$ cat config.mk
export PLATFORM = sky130hd
export DESIGN_NAME = apb_master_bridge
export DESIGN_NICKNAME = d
export VERILOG_FILES = /design/src/rtl/apb_pkg.sv /design/src/rtl/apb_addr_decoder.sv /design/src/rtl/apb_master_bridge.sv
export SDC_FILE = /design/constraint.sdc
export NUM_CORES = 1
export LEC_CHECK = 0
export BUFFER_PORTS_ARGS = -buffer_cell sky130_fd_sc_hd__buf_2
export CORE_AREA = 3 3 120 122
export CTS_BUF_LIST = sky130_fd_sc_hd__clkbuf_4 sky130_fd_sc_hd__clkbuf_8
export DETAILED_ROUTE_END_ITERATION = 8
export DIE_AREA = 0 0 123 125
export PLACE_DENSITY = 0.75
export RECOVER_POWER = 50
export SLEW_MARGIN = 15
export SYNTH_ARGS = -nofsm -noshare
export SYNTH_HDL_FRONTEND = slang
export SYNTH_SLANG_ARGS = --single-unit
$ cat constraint.sdc
create_clock -name PCLK -period 3.56 [get_ports PCLK]
set_clock_uncertainty 0.1 [all_clocks]
set_input_delay 0.712 -clock PCLK [delete_from_list [all_inputs] [get_ports PCLK]]
set_output_delay 0.712 -clock PCLK [all_outputs]
set_load 0.1 [all_outputs]
$ cat src/rtl/apb_pkg.sv
// Shared types and constants for the APB initiator and its address decoder.
// Latency: n/a (declarations only).
// Backpressure: n/a.
package apb_pkg;

    typedef enum logic [1:0] {
        IDLE   = 2'd0,
        SETUP  = 2'd1,
        ACCESS = 2'd2,
        UNMAP  = 2'd3
    } apb_state_e;

    localparam int NUM_SLV         = 4;
    localparam int SLV_REGION_BITS = 12;   // 4 KB per slave
    localparam int SLV_IDX_W       = 2;

endpackage

$ cat src/rtl/apb_addr_decoder.sv
// Peripheral window decoder: maps a byte address to hit, one-hot select and slave index.
// Latency: combinational.
// Backpressure: none.
// Ports: page   - address bits above the 4 KB slave region offset
//        hit    - address falls inside one of the mapped slave regions
//        sel    - one-hot slave select (all zero on a miss)
//        idx    - binary slave index
module apb_addr_decoder
    import apb_pkg::*;
#(
    parameter logic [31:0] BASE_ADDR = 32'h1000_0000
) (
    input  logic [31-SLV_REGION_BITS:0] page,
    output logic                        hit,
    output logic [NUM_SLV-1:0]          sel,
    output logic [SLV_IDX_W-1:0]        idx
);

    // page[19:4] = addr[31:16], page[3:2] = addr[15:14], page[1:0] = addr[13:12]
    assign idx = page[SLV_IDX_W-1:0];
    assign hit = (page[31-SLV_REGION_BITS:16-SLV_REGION_BITS] == BASE_ADDR[31:16]) &&
                 (page[15-SLV_REGION_BITS:SLV_IDX_W] == '0);
    assign sel = hit ? (NUM_SLV'(1) << idx) : '0;

endmodule

$ cat src/rtl/apb_master_bridge.sv
// CPU request/ready port to APB initiator for four slaves, with a wait-state timeout.
// Latency: ready 3 cycles after the request for a zero-wait slave, 2 for an unmapped address.
// Backpressure: requests are taken only in IDLE; slaves stall via PREADY up to TIMEOUT ACCESS cycles.
// Ports: CPU side  - transfer/write/addr/wdata in, rdata/ready/err out
//        APB side  - PADDR/PWRITE/PWDATA/PENABLE/PSEL out, PRDATA0..3/PREADY0..3 in
module apb_master_bridge
    import apb_pkg::*;
#(
    parameter logic [31:0] BASE_ADDR = 32'h1000_0000,
    parameter int          TIMEOUT   = 16
) (
    input  logic               PCLK,
    input  logic               PRESET,
    input  logic               transfer,
    input  logic               write,
    input  logic [31:0]        addr,
    input  logic [31:0]        wdata,
    output logic [31:0]        rdata,
    output logic               ready,
    output logic               err,
    output logic [31:0]        PADDR,
    output logic               PWRITE,
    output logic [31:0]        PWDATA,
    output logic               PENABLE,
    output logic [NUM_SLV-1:0] PSEL,
    input  logic [31:0]        PRDATA0,
    input  logic [31:0]        PRDATA1,
    input  logic [31:0]        PRDATA2,
    input  logic [31:0]        PRDATA3,
    input  logic               PREADY0,
    input  logic               PREADY1,
    input  logic               PREADY2,
    input  logic               PREADY3
);

    localparam int            CW       = $clog2(TIMEOUT + 1);
    localparam logic [CW-1:0] CNT_LAST = CW'(TIMEOUT - 1);

    apb_state_e             state, state_nxt;
    logic                   dec_hit;
    logic [NUM_SLV-1:0]     dec_sel;
    logic [SLV_IDX_W-1:0]   dec_idx;
    logic [NUM_SLV-1:0]     sel_q;
    logic [SLV_IDX_W-1:0]   idx_q;
    logic [CW-1:0]          wait_cnt;
    logic                   slv_ready;
    logic [31:0]            slv_rdata;
    logic                   timeout_hit;

    apb_addr_decoder #(.BASE_ADDR(BASE_ADDR)) u_dec (
        .page (addr[31:SLV_REGION_BITS]),
        .hit  (dec_hit),
        .sel  (dec_sel),
        .idx  (dec_idx)
    );

    // Only the latched slave's response is looked at; others may be X.
    always_comb begin
        slv_ready = 1'b0;
        slv_rdata = '0;
        case (idx_q)
            2'd0: begin slv_ready = PREADY0; slv_rdata = PRDATA0; end
            2'd1: begin slv_ready = PREADY1; slv_rdata = PRDATA1; end
            2'd2: begin slv_ready = PREADY2; slv_rdata = PRDATA2; end
            default: begin slv_ready = PREADY3; slv_rdata = PRDATA3; end
        endcase
    end

    assign timeout_hit = (wait_cnt == CNT_LAST);

    always_comb begin
        state_nxt = state;
        case (state)
            IDLE:    if (transfer) state_nxt = dec_hit ? SETUP : UNMAP;
            SETUP:   state_nxt = ACCESS;
            ACCESS:  if (slv_ready || timeout_hit) state_nxt = IDLE;
            UNMAP:   state_nxt = IDLE;
            default: state_nxt = IDLE;
        endcase
    end

    always_ff @(posedge PCLK or posedge PRESET) begin
        if (PRESET) state <= IDLE;
        else        state <= state_nxt;
    end

    always_ff @(posedge PCLK or posedge PRESET) begin
        if (PRESET) begin
            PADDR    <= '0;
            PWRITE   <= 1'b0;
            PWDATA   <= '0;
            sel_q    <= '0;
            idx_q    <= '0;
            wait_cnt <= '0;
            rdata    <= '0;
            ready    <= 1'b0;
            err      <= 1'b0;
        end else begin
            // ready/err are single-cycle completion pulses
            ready <= 1'b0;
            err   <= 1'b0;
            case (state)
                IDLE: begin
                    if (transfer && dec_hit) begin
                        PADDR  <= addr;
                        PWRITE <= write;
                        PWDATA <= wdata;
                        sel_q  <= dec_sel;
                        idx_q  <= dec_idx;
                    end
                end
                SETUP: wait_cnt <= '0;
                ACCESS: begin
                    if (slv_ready) begin
                        ready <= 1'b1;
                        if (!PWRITE) rdata <= slv_rdata;
                    end else if (timeout_hit) begin
                        ready <= 1'b1;
                        err   <= 1'b1;
                        rdata <= '0;
                    end else begin
                        wait_cnt <= wait_cnt + 1'b1;
                    end
                end
                UNMAP: begin
                    ready <= 1'b1;
                    err   <= 1'b1;
                    rdata <= '0;
                end
                default: ;
            endcase
        end
    end

    // Decoded from registered state only, so the bus strobes cannot glitch.
    assign PSEL    = (state == SETUP || state == ACCESS) ? sel_q : '0;
    assign PENABLE = (state == ACCESS);

endmodule

# Word level (Yosys, flattened, before mapping)

Cells that the tools add are included.

Reduce and logical (&&, ||, !) cells: 13
Shift operators: 1
Multiplexer cells: 20
Bitwise gates (word level): 0
Div/mod/pow operators: 0
$mul: 0
Add/sub/neg operators: 1
Order comparisons: 0
Eq/ne operators: 13

Operators with widths:

| cell                                                                     | count |
|---|---|
| 32-bit 2-to-1 mux                                                        | 3 |
| 32-bit one-hot mux with 3 select lines                                   | 1 |
| 32-bit one-hot mux with 2 select lines                                   | 1 |
| 16-bit by 13-bit equality test with 1-bit output (second input constant) | 1 |
| 5-bit 2-to-1 mux                                                         | 2 |
| 5-bit one-hot mux with 2 select lines                                    | 1 |
| 4-bit 2-to-1 mux                                                         | 2 |
| 2-bit one-hot mux with 4 select lines                                    | 1 |
| 2-bit equality test (second input constant)                              | 3 |
| 2-bit logical NOT                                                        | 3 |
| 2-bit 2-to-1 mux                                                         | 3 |
| 2-bit inequality test (second input constant)                            | 3 |
| 3-bit AND reduction                                                      | 2 |
| 5-bit by 1-bit adder with 5-bit output (second input constant)           | 1 |
| 5-bit by 4-bit equality test with 1-bit output (second input constant)   | 1 |
| 2-bit by 1-bit equality test with 1-bit output (second input constant)   | 2 |
| 1-bit one-hot mux with 2 select lines                                    | 2 |
| 2-bit AND reduction                                                      | 2 |
| 2-bit nonzero test                                                       | 2 |
| 1-bit by 2-bit << shifter with 4-bit output (first input constant)       | 1 |
| 1-bit 2-to-1 mux                                                         | 3 |
| 3-bit by 1-bit inequality test with 1-bit output (second input constant) | 1 |
| 3-bit inequality test (second input constant)                            | 1 |
| 1-bit one-hot mux with 3 select lines                                    | 1 |
| 3 further kinds                                                          | 5 |

Latch bits: 0
Logic and storage cells: 58
Bits in writable memories: 0
Output and inout bits: 104
Flip-flop bits (word level): 112
Input bits: 200
Memory bits (read-only): 0
Memories kept: 0

# Depth between registers and ports, before layout

Gate-level depths: netlist of the first run.

Depth after elaboration: 5
Mapped depth: 8
Depth with buffers taken out: 7

# Hierarchy

Synthesis of the first run repeated with hierarchy kept, for this count alone.

Cells, all modules: 380
Area, all modules: 5575.3 um^2

By module, submodules not included:

| module            | sequential area each (um^2) | area each (um^2) | times used | cells each |
|---|---|---|---|---|
| apb_master_bridge | 2802.7                      | 5459.0           | 1          | 364 |
| apb_addr_decoder  | 0.0                         | 116.4            | 1          | 16 |

# Least setup slack after synthesis of the first run

OpenSTA, ideal clock, no wires.

Path kind: register to register
Start: register state[0]
End: register rdata[11]
Data arrival time: 2.623 ns
Required time: 3.334 ns
Cell stages (with the launch flop): 7
Setup time: 0.126 ns
Path slack: 0.711 ns
Buffers on the path: 1
Cells stage by stage: dfrtp_1 > inv_1 > ha_1 > inv_1 > a221oi_2 > buf_6 > mux2_2

Cells in the longest elaborated chain, start to end: 3
Elaborated cells on any way between the ends: 7
Those cells by class: eq/ne: 4; mux: 1; reduce/logical: 2

RTL lines:

| what                                                                                     | line                     | source |
|---|---|---|
| start, declared                                                                          | apb_master_bridge.sv:39  | `apb_state_e state, state_nxt;` |
| start signal, assigned                                                                   | apb_master_bridge.sv:84  | `else state <= state_nxt;` |
| 2-bit equality test (*)                                                                  | n/a                      |  |
| via PENABLE                                                                              | apb_master_bridge.sv:24  | `output logic PENABLE,` |
| 3-bit by 1-bit inequality test with 1-bit output (no line), or another cell as far along | n/a                      |  |
| 3-bit AND reduction (no line)                                                            | n/a                      |  |
| end signal, assigned                                                                     | apb_master_bridge.sv:116 | `if (!PWRITE) rdata <= slv_rdata;` |
| end, declared                                                                            | apb_master_bridge.sv:18  | `output logic [31:0] rdata,` |

Mark *: on every way through the listed nets, which the timed path passes. The rest lies on a longest branch.
A chain may end at the register's enable or synchronous reset.

# Final worst setup path of the first run

Start: register state[1]
End: register PADDR[11]

Cells in the longest elaborated chain, start to end: 2

RTL lines:

| what                          | line                     | source |
|---|---|---|
| 2-bit logical NOT             | apb_master_bridge.sv:102 | `case (state)` |
| 2-bit AND reduction (no line) | n/a                      |  |
| end signal, assigned          | apb_master_bridge.sv:105 | `PADDR <= addr;` |
| end, declared                 | apb_master_bridge.sv:21  | `output logic [31:0] PADDR,` |

Every way passes these cells.

==> results_dict.tcl, run 1 <==
set metrics [dict create \
    crit_type "reg2reg" \
    antenna_found_initial 0 \
    die_h_um 125 \
    portBuffers 303 \
    dp_slack_ns 0.8902 \
    ctsHoldBuffers 0 \
    seq_area_frac_synth 0.5175 \
    clkPwrFrac 0.188 \
    drtIter0Drc 115 \
    ant_nets 0 \
    cp.arrival_ns 2.94 \
    grt.total_usage 0.1867 \
    place_hpwl_um 11420 \
    p_total_mw 4.199 \
    ctsHtreeMaxLevel 3 \
    synth_fp_nets 574 \
    synth_cells 368 \
    postCtsSetupBuffers 0 \
    routedWlPerCell_um 17.19 \
    yosysUniqueCellTypes 39 \
    core_sq_um 13300 \
    power_switching_mw 1.990 \
    rsz0062_at_grt "no" \
    fin_nets 872 \
    fin_setup_tns_ns 0 \
    power_leakage_nw 3.721 \
    worst_slew_pin_slew_ns 1.226 \
    clk_path_buf_depth 2 \
    initial_utilization 0.4001 \
    via_per_inst 4.927 \
    final-hold-violation-count 0 \
    ios 304 \
    fmax_mhz 360.2 \
    seq_power_share 0.357 \
    critPathMaxFanout 59 \
    post_cts_resized 0 \
    post-route-period-util 0.7799 \
    worst_setup_path_start_kind "flip-flop" \
    num_vias 4173 \
    end_kind "flip-flop" \
    status "complete, no violations" \
    grt_start_max_net_pins 111 \
    fillers 1158 \
    fin_hold_ws_ns 0.3782 \
    die_area_sq_um 15380 \
    fp-row-count 42 \
    hp-class "reg2reg" \
    grt_pass1_wl_um 22600 \
    gp_congestion 0.7723 \
    syn_area_sq_um 5319 \
    power-per-cell-area_nw_per_um2 587.9 \
    drc 0 \
    drt_wl_total_um 14560 \
    switching_share 0.4740 \
    yosysWarnings 0 \
    die_w_um 123 \
    cts_tree "yes" \
    drive_above_1_share 0.5857 \
    grt_pass1_vias 4532 \
    final-setup-viol-count 0 \
    firstDrtPassIters 5 \
    synth_edf_count 0 \
    syn_avg_cell_area_sq_um 14.45 \
    drv_cap 0 \
    synth_seq_cells 110 \
    min_period_ns 2.776 \
    diodes 0 \
    setup_ws_ns 0.7836 \
    cts_sinks 110 \
    insertion_delay_ns 0.38 \
    internal-power_mw 2.208 \
    syn_to_final_growth_pct 34.27 \
    fin_util 0.5372 \
    ys.flop_type "dfrtp_1" \
    async_flop_share 1.000 \
    cts_made_buffers 9 \
    grt_overflow_total 0 \
    slew_headroom 0.1863 \
    cp_data_required_time_ns 3.72 \
    irDropWorstVdd_uv 301.4 \
    path_clk_slew_ns 0.11 \
    comb_power_share 0.456 \
    slew_violations 0 \
    ctsRootBufferMaster "clkbuf_8" \
]
==> per-layer routing <==
layer  wire length, um  track usage  part of all wire  vias to the layer above
met5                 0            0                 0                        -
met4               205      0.06124             0.014                        0
met3              1523      0.05872              0.10                       14
met2              7437       0.3416              0.51                      203
met1              5396       0.2020              0.37                     2020
li1                  -            -                 -                     1936
==> flip-flops by register name, summed over array words and instances, names as in the netlist <==
register and cells:
wait_cnt 5, PWDATA 32, err 1, rdata 32, PADDR 32, sel_q 4, ready 1, PWRITE 1
state 2
==> synth_stat cells (2+ instances only) <==
cell type	n	area share
nor3_1	3	0.0028
nor2_1	3	0.0021
a31oi_1	2	0.0024
o21ai_0	6	0.0056
a21oi_1	2	0.0019
and2_1	22	0.026
buf_6	4	0.0085
ha_1	6	0.014
nand2b_1	4	0.0047
and3_1	2	0.0024
inv_1	8	0.0056
mux2_4	4	0.011
buf_2	3	0.0028
mux4_2	33	0.14
nor2b_1	33	0.039
dfrtp_1	110	0.52
nand2_1	11	0.0078
nor4_1	3	0.0035
nand3_1	2	0.0019
clkbuf_1	12	0.0085
a22o_1	2	0.0033
mux2_2	76	0.16
==> area by class of cell <==
class	instances	area, sq um	area share
inverters	8	31.28	0.004380
clock buffers	11	138.9	0.01945
multi-input cells	229	2427	0.3399
well taps	176	220.2	0.03083
flip-flops and latches	110	2755	0.3858
repair buffers	308	1503	0.2104
clock inverters	5	66.31	0.009285
==> final timing paths <==
check / from / endpoint / slack, ns / cells past startpoint
min reg2reg: PADDR[28] / PADDR[28] / 0.38 / 1
max: state[1] / PADDR[11] / 0.78 / 7
max in group asynchronous: PRESET / PADDR[13] / 2.54 / 3
min: PADDR[28] / PADDR[28] / 0.38 / 1
min in group asynchronous: PRESET / PWDATA[3] / 0.41 / 3
max reg2reg: state[1] / PADDR[11] / 0.78 / 7
==> cells in the final DEF, fill, tap and decap left out, drive strengths merged, types with 2 or more instances in the layout <==
cell type,count
mux4,33
nand2b,5
o21ai,6
nand4,2
nor3,3
a22o,2
clkinvlp,2
nand3,2
mux2,80
inv,9
and2,22
buf,257
a21oi,2
nor2b,33
and3,2
clkbuf,62
nor4,3
a31oi,2
nor2,4
ha,6
nand2,11
dfrtp,110
==> kinds of logic (layout without fill, tap and decap cells) <==
| kind of cell | after synthesis | after routing | share of synthesized area |
|---|---|---|---|
| and+or+nand+nor | 90 | 90 | 0.1009 |
| adders and majority gates | 6 | 6 | 0.01411 |
| DFF | 110 | 110 | 0.5175 |
| AOI/OAI and AO/OA | 19 | 19 | 0.02658 |
| buffers and inverters | 29 | 332 | 0.02705 |
| muxes | 114 | 114 | 0.3138 |
==> power by group through the flow <==
| stage | Sequential, mW | Combinational (mW) | Clock (mW) |
|---|---|---|---|
| 6_report | 1.50 | 1.91 | 0.788 |
| 5_1_grt | 1.52 | 2.00 | 0.868 |
| 4_1_cts | 1.49 | 1.95 | 0.817 |
| 3_5_place_dp | 1.52 | 1.95 | 0 |
| 3_3_place_gp | 1.51 | 1.92 | 0 |
| 2_1_floorplan | 2.53 | 0.559 | 0 |
==> worst max-delay path, cell delays in order (launching register included) <==
cell     delay (ns)
dfrtp_1        0.42
inv_1          0.13
ha_1           0.20
nor3b_1        0.25
and3_1         0.20
nand4_1        0.45
buf_4          0.52
mux2_2         0.36
==> per-stage QoR <==
stage / instances / area (sq um)
floorplan: 368 / 5323
global placement: 831 / 7018
detailed placement: 831 / 7018
CTS: 847 / 7223
global route: 847 / 7142
finish: 847 / 7142
No activity file was read; power rests on OpenSTA's default activity.
==> run 2: changes to the inputs <==
- clock period: 3.56 -> 2.34 ns (I/O delays scaled with it)
==> run 2 against run 1 <==
  * Via count rose by 2.3%
  * Sequential cell count did not move
  * Utilization rose by 3.5 points
  * Hold slack got worse by 0.16 ns
  * Clock-buffer cell count fell by 2
  * Cell count rose by 2.1%
  * Critical path type unchanged
==> results_dict.tcl, run 2 (same netlist as run 1, synthesis figures left out) <==
set metrics [dict create \
    critPathMaxFanout 8 \
    largestRegisters "PADDR: 32 flops, PWDATA: 32 flops, rdata: 32 flops" \
    worstHoldStart "wdata[13]" \
    final_cell_mix "buf_2 (246), dfrtp_1 (109), mux2_2 (67), clkbuf_2 (52)" \
    drive_above_1_share 0.6759 \
    drv_cap 0 \
    drc 0 \
    ios 304 \
    design_area_sq_um 7607 \
    setup_ws_ns 0.07898 \
    ctsRootBufferMaster "clkbuf_8" \
    gp_congestion 0.8225 \
    place_hpwl_um 11700 \
    dp_slack_ns -0.03864 \
    cts_made_buffers 9 \
    mostFrequentLayoutCell "buf_2" \
    drt_wl_total_um 15110 \
    cp.arrival_ns 2.42 \
    fin_nets 889 \
    crit_type "reg2reg" \
    fin_hold_ws_ns 0.2168 \
    syn_to_final_growth_pct 43.03 \
    drtIter0Drc 142 \
    cp_data_required_time_ns 2.50 \
    die_h_um 125 \
    final-hold-violation-count 0 \
    fin_setup_tns_ns 0 \
    worst_setup_path_start_kind "flip-flop" \
    ctsHtreeMaxLevel 3 \
    core_sq_um 13300 \
    worst_slew_pin_slew_ns 0.8702 \
    grt_pass1_wl_um 23200 \
    grt.total_usage 0.1928 \
    hp-class "in2reg" \
    status "complete, no violations" \
    power_leakage_nw 4.069 \
    fp-row-count 42 \
    portBuffers 303 \
    antenna_found_initial 1 \
    worst_r2r_startpoint "wait_cnt[1]" \
    slew_violations 0 \
    power-per-cell-area_nw_per_um2 879.7 \
    cts_sinks 110 \
    grt_pass1_vias 4683 \
    grt_start_max_net_pins 73 \
    min_period_ns 2.261 \
    fmax_mhz 442.3 \
    cts_tree "yes" \
    final-setup-viol-count 0 \
    clk_path_buf_depth 2 \
    rsz0062_at_grt "no" \
    firstDrtPassIters 4 \
    insertion_delay_ns 0.37 \
    num_vias 4269 \
    initial_utilization 0.4001 \
    placed_area_sq_um 7264 \
    irDropWorstVdd_uv 603.4 \
    post-route-period-util 0.9662 \
    slew_headroom 0.4167 \
    critPathLaunch "wait_cnt[1]" \
    routedWlPerCell_um 17.47 \
    ant_nets 0 \
    end_kind "flip-flop" \
    die_area_sq_um 15380 \
    grt_overflow_total 0 \
    via_per_inst 4.935 \
    path_clk_slew_ns 0.11 \
    die_w_um 123 \
]
==> run 2: cell count changes in the layout (fill, tap and decap cells not counted), sizes merged <==
cell         previous run  this run
buf                   257       269
clkinv                  1         5
clkbuf                 62        64
bufinv                  1         0
clkinvlp                2         1
diode                   0         1
dlygate4sd3             0         1
==> run 2: what timing repair did <==
action                     CTS  global route
hold buffers                 1             0
setup endpoints to repair   28            36
resized for setup            2             8
buffers inserted             1             1
hold endpoints to repair    14             0
pin swaps                    1             2
gates cloned                 1             2
==> run 2: final timing paths <==
check / endpoint / slack, ns / cells past startpoint
setup / recovery: rdata[2] / 0.08 / 9
hold / removal: PWDATA[13] / 0.22 / 2
setup reg to reg: rdata[2] / 0.08 / 9
hold reg to reg: sel_q[1] / 0.38 / 2
max in group asynchronous: PADDR[29] / 0.58 / 4
min in group asynchronous: PWDATA[29] / 0.65 / 3
==> run 2: critical path: stages, from the launching register on <==
cell       delay, ns
dfrtp_1         0.42
ha_2            0.19
and3_4          0.18
ha_4            0.17
nand2_1         0.07
o21ai_2         0.07
a221oi_4        0.29
buf_12          0.17
clkbuf_16       0.16
mux2_2          0.33
==> run 2: area by class of cell <==
type | count | area, sq um
clock inverter | 7 | 67.56
clock buffer | 9 | 123.9
sequential | 110 | 2754
timing repair buffer | 325 | 1886
tap | 176 | 220.2
inverter | 8 | 31.28
multi-input combinational | 229 | 2522
antenna | 1 | 2.502
fill | 1083 | 5688
==> run 2: metal layers <==
metal / track usage / share of wire / up-vias
met5: 0 / 0 / -
met4: 0.06775 / 0.021 / 0
met3: 0.05781 / 0.10 / 22
met2: 0.3358 / 0.50 / 207
met1: 0.2241 / 0.37 / 2074
li1: - / - / 1966
==> run 2: stage by stage <==
| stage | cells | utilization | total power [mW] |
|---|---|---|---|
| after floorplan | 368 | - | 4.761 |
| after global placement | 842 | 0.5464 | 5.354 |
| after detailed placement | 842 | 0.5464 | 5.414 |
| after CTS | 861 | 0.5651 | 6.647 |
| after global routing | 865 | 0.5722 | 6.996 |
| final | 865 | 0.5722 | 6.692 |
==> run 2: report_power, final <==
part / internal (mW) / switching [mW]
sequential: 2.15 / 0.140
clock: 0.412 / 0.695
combinational: 0.978 / 2.32
total: 3.54 / 3.16
==> run 3: changes to the inputs <==
- CORE_AREA: 3 3 120 122 -> 3 3 99 148
- DIE_AREA: 0 0 123 125 -> 0 0 102 151
==> run 3 against run 2 <==
  * Sequential cell count did not move
  * Critical path depth unchanged
  * Hold slack lost 0.0032 ns
  * Clock-buffer cell count did not move
==> results_dict.tcl, run 3 (same netlist as run 1, synthesis figures left out) <==
set metrics [dict create \
    ant_nets 0 \
    reg2reg_to "rdata[4]" \
    ios 304 \
    cts_sinks 110 \
    drc 0 \
    reg2reg_slack_ns 0.05 \
    hp-class "in2reg" \
    gp_congestion 0.7509 \
    largestRegisters "PADDR: 32 flops, PWDATA: 32 flops, rdata: 32 flops" \
    fmax_mhz 437.1 \
    cp.arrival_ns 2.45 \
    status "complete, no violations" \
    clk_path_buf_depth 2 \
    antenna_found_initial 3 \
    ctsHtreeMaxLevel 3 \
    die_area_sq_um 15400 \
    cp_data_required_time_ns 2.50 \
    core_sq_um 13530 \
    worst_slew_pin_slew_ns 0.7110 \
    path_clk_slew_ns 0.12 \
    multi_input_area_sq_um 2532 \
    worst_r2r_startpoint "wait_cnt[0]" \
    power-per-cell-area_nw_per_um2 890.7 \
    fin_util 0.5607 \
    firstDrtPassIters 4 \
    slew_violations 0 \
    crit_type "reg2reg" \
    p_total_mw 6.758 \
    grt_overflow_total 0 \
    worstHoldStart "wdata[18]" \
    power_leakage_nw 4.069 \
    crit_path_top_delay_cell "dfrtp_1" \
    die_h_um 151 \
    critPathMaxFanout 8 \
    fp-row-count 52 \
    final-hold-violation-count 0 \
    crit_chain "ha_2 > and3_4 > ha_4 > nand2_1 > o21ai_2 > a221oi_4 > buf_12 > clkbuf_16 > mux2_2" \
    final-setup-viol-count 0 \
    crit_family "flip-flops" \
    drt_wl_total_um 15320 \
    final_cell_mix "buf_2 (251), dfrtp_1 (109), mux2_2 (67), clkbuf_2 (49)" \
    design_area_sq_um 7587 \
    drive_above_1_share 0.6764 \
    fillers 1163 \
    insertion_delay_ns 0.37 \
    cts_made_buffers 9 \
    initial_utilization 0.3930 \
    place_hpwl_um 12020 \
    min_period_ns 2.288 \
    grt_pass1_vias 4623 \
    ctsRootBufferMaster "clkbuf_8" \
    fin_nets 887 \
    irDropWorstVdd_uv 488.4 \
    r2r_cells 9 \
    die_w_um 102 \
    num_vias 4292 \
    placed_area_sq_um 7242 \
    via_per_inst 5.061 \
    drv_cap 0 \
    end_kind "flip-flop" \
    diodes 0 \
    portBuffers 303 \
    routedWlPerCell_um 18.07 \
    worst_setup_path_start_kind "flip-flop" \
    crit_path_max_incr_delay_ns 0.41 \
    critPathBufInv 2 \
    mostFrequentLayoutCell "buf_2" \
    slew_headroom 0.5234 \
    holdPathStages 2 \
    grt_pass1_wl_um 22610 \
    grt_start_max_net_pins 63 \
    hold_end "PWDATA[18]" \
    grt.total_usage 0.1897 \
    syn_to_final_growth_pct 42.65 \
    drtIter0Drc 68 \
    cts_tree "yes" \
    regArea_sq_um 2754 \
    post-route-period-util 0.9777 \
]
-- run 3: changes by cell type in the layout (fill, tap and decap cells not counted), moves of 2 or more --
cell	before	now
clkinv_4	3	1
buf_2	246	251
clkbuf_2	52	49
buf_4	11	7
inv_6	1	3
-- run 3: worst max-delay path by stage --
stage	from	endpoint	slack (ns)	cells past startpoint
final	wait_cnt[0]	rdata[4]	0.05	9
after detailed placement	wait_cnt[1]	rdata[22]	-0.05	8
after global placement	wait_cnt[1]	rdata[19]	0.04	8
after global routing	wait_cnt[0]	rdata[4]	-0.02	9
after floorplan	PADDR[12]	rdata[11]	-0.19	7
after CTS	wait_cnt[0]	rdata[5]	0.007	9
-- run 3: stage by stage --
step / cells / hold WS [ns] / setup WS, ns / TNS, ns
after CTS: 846 / 0.1912 / 0.007453 / 0
after global routing: 848 / 0.1905 / -0.02059 / -0.2286
after floorplan: 368 / 0.3413 / -0.1876 / -5.272
after global placement: 826 / 0.3552 / 0.03810 / 0
final: 848 / 0.2136 / 0.05219 / 0
after detailed placement: 826 / 0.3573 / -0.05468 / -0.8555
-- run 3: layout make-up --
type,count,area share
flip-flops and latches,110,0.3630
multi-input cells,229,0.3338
repair buffers,323,0.2464
well taps,162,0.02671
clock buffers,9,0.01633
clock inverters,7,0.009730
inverters,8,0.004123
-- run 3: where the power goes --
| part | leakage (nW) | internal [mW] | switching (mW) |
|---|---|---|---|
| logic | 2.47 | 1.00 | 2.35 |
| registers | 1.50 | 2.15 | 0.134 |
| clock network | 0.101 | 0.425 | 0.697 |
-- run 3: repair_timing --
| item | 4_1_cts | 5_1_grt |
|---|---|---|
| cloned | 1 | 2 |
| setup endpoints to repair | 36 | 78 |
| pin swaps | 1 | 2 |
| resized for setup | 3 | 9 |
| endpoints found under the hold margin | 12 | 0 |
| setup buffers | 2 | 0 |
| hold buffers | 1 | 0 |
-- run 3: routing by layer --
layer	GRT usage	share of wire	vias up
met2	0.3451	0.54	217
met4	0.05712	0.016	6
met5	0	0.0018	-
li1	-	-	1960
met1	0.2084	0.35	2084
met3	0.05945	0.095	25
